### src/rtl/serial_word_receiver.sv
// serial_word_receiver
// Receives a one-bit-per-clock serial stream and rebuilds WIDTH-bit words.
// Bit 0 of a word is the first bit received. Each finished word goes into a
// one-entry output buffer that a downstream consumer drains with a
// valid/ready handshake. Two one-cycle status pulses are produced:
//   overrun - a finished word was dropped because the buffer was still full
//   resync  - a frame_start arrived mid-word and the partial word was dropped
module serial_word_receiver #(
  parameter int WIDTH      = 8,
  parameter bit CONTINUOUS = 1'b1
) (
  input  logic                       CLK,
  input  logic                       RST,
  input  logic                       bit_in,
  input  logic                       bit_valid,
  input  logic                       frame_start,
  output logic [0:WIDTH-1]           word_out,
  output logic                       word_valid,
  input  logic                       word_ready,
  output logic [$clog2(WIDTH)-1:0]   bit_count,
  output logic                       busy,
  output logic                       overrun,
  output logic                       resync
);

  localparam int CW = $clog2(WIDTH);

  // Index of the final bit of a word; storing a bit here completes the word.
  localparam logic [CW-1:0] LAST_IDX = CW'(WIDTH - 1);

  typedef enum logic {
    IDLE    = 1'b0,
    COLLECT = 1'b1
  } state_t;

  state_t              state_q, state_d;
  logic [0:WIDTH-1]    shift_q, shift_d;
  logic [CW-1:0]       count_q, count_d;
  logic [0:WIDTH-1]    word_q, word_d;
  logic                valid_q, valid_d;
  logic                overrun_q, overrun_d;
  logic                resync_q, resync_d;

  // Word under construction with the current bit merged in at its index.
  logic [0:WIDTH-1]    assembled;
  // High when this edge stores the last bit of a word.
  logic                complete;
  // High when the consumer takes the buffered word on this edge.
  logic                consume;

  assign consume = valid_q & word_ready;

  // State register and all datapath flops; reset clears everything.
  always_ff @(posedge CLK or posedge RST) begin
    if (RST) begin
      state_q   <= IDLE;
      shift_q   <= '0;
      count_q   <= '0;
      word_q    <= '0;
      valid_q   <= 1'b0;
      overrun_q <= 1'b0;
      resync_q  <= 1'b0;
    end else begin
      state_q   <= state_d;
      shift_q   <= shift_d;
      count_q   <= count_d;
      word_q    <= word_d;
      valid_q   <= valid_d;
      overrun_q <= overrun_d;
      resync_q  <= resync_d;
    end
  end

  // Bit collection FSM: decides where the incoming bit lands and whether a
  // word completes on this edge.
  always_comb begin
    state_d   = state_q;
    shift_d   = shift_q;
    count_d   = count_q;
    resync_d  = 1'b0;
    complete  = 1'b0;
    assembled = shift_q;

    if (bit_valid) begin
      case (state_q)
        IDLE: begin
          // Only a framed bit can start a word from idle.
          if (frame_start) begin
            shift_d    = '0;
            shift_d[0] = bit_in;
            count_d    = CW'(1);
            state_d    = COLLECT;
          end
        end

        COLLECT: begin
          if (frame_start && (count_q != '0)) begin
            // Frame restarted mid-word: throw away the partial word and
            // treat this bit as bit 0 of a fresh word.
            resync_d   = 1'b1;
            shift_d    = '0;
            shift_d[0] = bit_in;
            count_d    = CW'(1);
          end else begin
            // A frame_start at count 0 lands here too: it is simply bit 0.
            assembled[count_q] = bit_in;
            if (count_q == LAST_IDX) begin
              complete = 1'b1;
              shift_d  = '0;
              count_d  = '0;
              state_d  = CONTINUOUS ? COLLECT : IDLE;
            end else begin
              shift_d = assembled;
              count_d = count_q + CW'(1);
            end
          end
        end

        default: begin
          state_d = IDLE;
        end
      endcase
    end
  end

  // Output buffer: load a finished word if there is room (including room
  // freed by a consume on this same edge), otherwise drop it and flag it.
  always_comb begin
    word_d    = word_q;
    valid_d   = valid_q;
    overrun_d = 1'b0;

    if (complete) begin
      if (!valid_q || word_ready) begin
        word_d  = assembled;
        valid_d = 1'b1;
      end else begin
        overrun_d = 1'b1;
      end
    end else if (consume) begin
      valid_d = 1'b0;
    end
  end

  assign word_out   = word_q;
  assign word_valid = valid_q;
  assign bit_count  = count_q;
  assign busy       = (state_q == COLLECT);
  assign overrun    = overrun_q;
  assign resync     = resync_q;

endmodule

### config.mk
export PLATFORM = sky130hd
export DESIGN_NAME = serial_word_receiver
export DESIGN_NICKNAME = d
export VERILOG_FILES = /design/src/rtl/serial_word_receiver.sv
export SDC_FILE = /design/constraint.sdc
export NUM_CORES = 1
export LEC_CHECK = 0
export ABC_AREA = 1
export BUFFER_PORTS_ARGS = -buffer_cell sky130_fd_sc_hd__buf_4
export CAP_MARGIN = 20
export CORE_ASPECT_RATIO = 0.8
export CORE_MARGIN = 2
export CORE_UTILIZATION = 45
export CTS_CLUSTER_DIAMETER = 80
export DETAILED_ROUTE_END_ITERATION = 7
export GPL_ROUTABILITY_DRIVEN = 0
export MAX_ROUTING_LAYER = met4
export PLACE_DENSITY = 0.69
export SLEW_MARGIN = 20
export SYNTH_ARGS = -nofsm -noshare
export SYNTH_HDL_FRONTEND = slang
export SYNTH_SLANG_ARGS = --single-unit
### constraint.sdc
create_clock -name CLK -period 1.5 [get_ports CLK]
set_clock_uncertainty 0.1 [all_clocks]
set_input_delay 0.15 -clock CLK [delete_from_list [all_inputs] [get_ports CLK]]
set_output_delay 0.15 -clock CLK [all_outputs]
set_load 0.005 [all_outputs]
==> results by group <==
Global route
  • Vias in the first global route: 956
  • Antenna violations before repair: 0
  • Largest net degree at the start of global routing: 24
  • First-pass GRT wire length: ~4300 µm
  • Overflow after GRT: 0
  • Total GRT Usage: 0.196

Floorplanning
  • DIE HEIGHT: about 50 µm
  • Initial Util: 0.485
  • Row count: 16
  • Die ar.: 3130 µm²
  • Core Region: 2500 µm²
  • Ports: 21
  • Die width: around 62 µm

Detailed routing
  • Residual DRC count: 0
  • DRT Pass-1 Iters: 4
  • Drt initial violations: 55
  • Routed WL: around 2800 µm
  • Vias per inst: 4.80
  • Via count: around 1100
  • Antenna Nets Post-Route: 0
  • DR WL/cell: between 10 and 15 µm

CTS
  • Max H-tree Level: 1
  • Reg clk slew, reported paths: 130 ps
  • CTS buffer count: 3
  • Root Driver: clkbuf_4
  • Bufs on Longest Clock Path: 2
  • Clock tree from TritonCTS: yes
  • Clk sink count: 23
  • Worst skew pair latency: between 300 and 400 ps

Timing
  • Min setup slack post-route: -53.3 ps
  • WHS: 32.7 ps
  • Setup TNS: -249 ps
  • RSZ-0062 raised after global routing: yes
  • Pins Over Slew Limit: 0
  • Setup-failing EPs final: 7
  • Final Hold Fails: 0
  • Fin crit period: between 1500 and 2000 ps
  • Fmax achieved: 644 MHz
  • Final period util: 1.04
  • Max-Slew Margin vs Limit: 0.801
  • Worst-margin pin slew: around 300 ps

Layout
  • Fraction of layout cells with a size suffix above 1: 0.340
  • Diode count: 0
  • Area Overhead vs Synth: 33.8%
  • Post-layout nets: between 200 and 250
  • Layout fillers: roughly 220
  • Post-route cell area: roughly 1600 µm²

Logic synthesis
  • Syn Nets: 171
  • Ys flop type: dfrtp_1
  • Post-Synthesis Cells: 162
  • Mapped cell area: approximately 1200 µm²
  • Ranking of synthesized cells by area: dfrtp_1, nand2_1, nor2_1
  • Share of flip-flops with an asynchronous set or reset: 1.00
  • Yosys Warn Count: 0
  • Syn avg cell area: around 7.5 µm²
  • Post-synth EDFFs: 0
  • Synth cell count leaders: nand2_1, dfrtp_1, nor2_1
  • Seq/Total Area, Yosys: 0.475
  • Top cell type by total area after synthesis: dfrtp_1
  • Register bit total from synthesis: 23
  • Unique masters post-synth: 21
  • Top-area cell type share of the netlist area: 0.475
  • Most instantiated library cell after synthesis: nand2_1

Critical path
  • R2R depth: 7
  • Req. time, crit path: about 1600 ps
  • Critical path buffers and inverters: 1
  • CP max stage delay: 390 ps
  • CP Capture Type: flop
  • CP top delay family: simple AND/OR/NAND/NOR gates
  • Slowest cell on crit path: dfrtp_1
  • CP Max Fanout: 8
  • Most frequent CP cell: nor2_1
  • Crit path depth: 7
  • Crit path DAT: roughly 1700 ps
  • Cell Chain, Critical Path: ha_2, ha_4, inv_2, nor2_4, nand3_4, nor2_1, nor2_1
  • Crit Path Class: flop to flop
  • CP Launch Type: flop

Worst hold path
  • Number of cells on the worst hold path: 3
  • Hold WC Path Type: input pin to flop

Run status
  • Status: complete, but fails checks
  • Violations in the final reports: setup timing

Pwr
  • Pwr/cell area: between 1500 and 2000 nW/µm²
  • Worst vdd ir: between 0.0009 and 0.001 V
  • Leakage: ~0.91 nW
  • Total power draw: about 0.0025 W

Flow run
  • Max-cap violations: 0

Placed design
  • DP HPWL: approximately 1700 µm
  • Port bufs: 20
  • DP Area: roughly 1500 µm²
-- registers in the layout (all words and copies together) (netlist names) --
register	flops
shift_q	8
word_out	8
bit_count	3
busy	1
overrun	1
resync	1
word_valid	1
-- path summary, 6_finish.rpt --
path | startpoint | endpoint | slack [ps]
worst max-delay path | bit_count[0]$_DFFE_PP0P_ | word_out[5]$_DFFE_PP0P_ | -50
worst min-delay path | frame_start | busy$_DFFE_PP0P_ | 30
worst max register to register | bit_count[0]$_DFFE_PP0P_ | word_out[5]$_DFFE_PP0P_ | -50
worst min register to register | shift_q[1]$_DFFE_PP0P_ | shift_q[1]$_DFFE_PP0P_ | 400
max in group asynchronous | RST | word_out[2]$_DFFE_PP0P_ | 740
min in group asynchronous | RST | word_out[0]$_DFFE_PP0P_ | 320
-- worst register-to-register path: stages (launching register included) --
cell and delay, ps:
dfrtp_1 390, ha_2 210, ha_4 140, inv_2 50
nor2_4 190, nand3_4 180, nor2_1 150, nor2_1 60
-- report_power, final --
| part | internal (W) | total (W) | switching (W) |
|---|---|---|---|
| sequential | 0.000813 | 0.000920 | 0.000107 |
| clock | 0.0000998 | 0.000297 | 0.000197 |
| combinational | 0.000605 | 0.00129 | 0.000688 |
-- cell families (layout without fill, tap and decap cells) --
family          after synthesis  in the layout  synth area share
buf+inv                      31             65             0.109
fa+ha+maj                     3              3            0.0310
flops                        23             23             0.475
compound gates                7              7            0.0309
simple gates                 98             99             0.354
-- through the flow --
step / cells / setup WS, ps / utilization
6_report: 233 / -53.3 / 0.649
5_1_grt: 233 / -137 / 0.649
4_1_cts: 231 / -14.3 / 0.632
3_5_place_dp: 222 / -33.6 / 0.580
3_3_place_gp: 222 / 11.4 / 0.580
2_1_floorplan: 162 / 0.331 / -
-- metal layers --
layer,vias to the layer above,share of wire,track usage
li1,566,-,-
met1,520,0.44,0.254
met2,31,0.51,0.314
met3,2,0.051,0.0464
met4,0,0.0054,0.0319
met5,-,0,-
-- cell usage in the layout (no fill, tap or decap), types with 2 or more instances in the layout --
cell type,count
inv_1,19
dlygate4sd3_1,2
dfrtp_1,23
nand2_4,3
ha_4,2
nand3_1,8
nand2_1,52
inv_4,3
nor2_4,2
a21oi_1,3
nand2_2,6
nor2_2,7
nor2_1,14
o22ai_1,2
nand4_1,5
nand3_4,2
buf_4,31
buf_6,2
inv_2,4
clkbuf_4,3
-- cell type report --
| class | count | area (µm²) | share of cell area |
|---|---|---|---|
| Timing Repair Buffer | 35 | 275 | 0.170 |
| Multi-Input combinational cell | 109 | 594 | 0.366 |
| Tap cell | 36 | 45.0 | 0.0278 |
| Sequential cell | 23 | 576 | 0.355 |
| Inverter | 26 | 105 | 0.0648 |
| Clock buffer | 3 | 22.5 | 0.0139 |
| Clock inverter | 1 | 5.00 | 0.00308 |
-- repair_timing --
action                                  4_1_cts  5_1_grt
hold buffers                                  2        0
gates resized for setup                      13       10
endpoints found under the setup margin       16       16
buffers inserted                              2        2
cloned                                        1        0
endpoints found under the hold margin        24        0
pin swaps                                     9       10
Power figures use the tool's default switching activity.
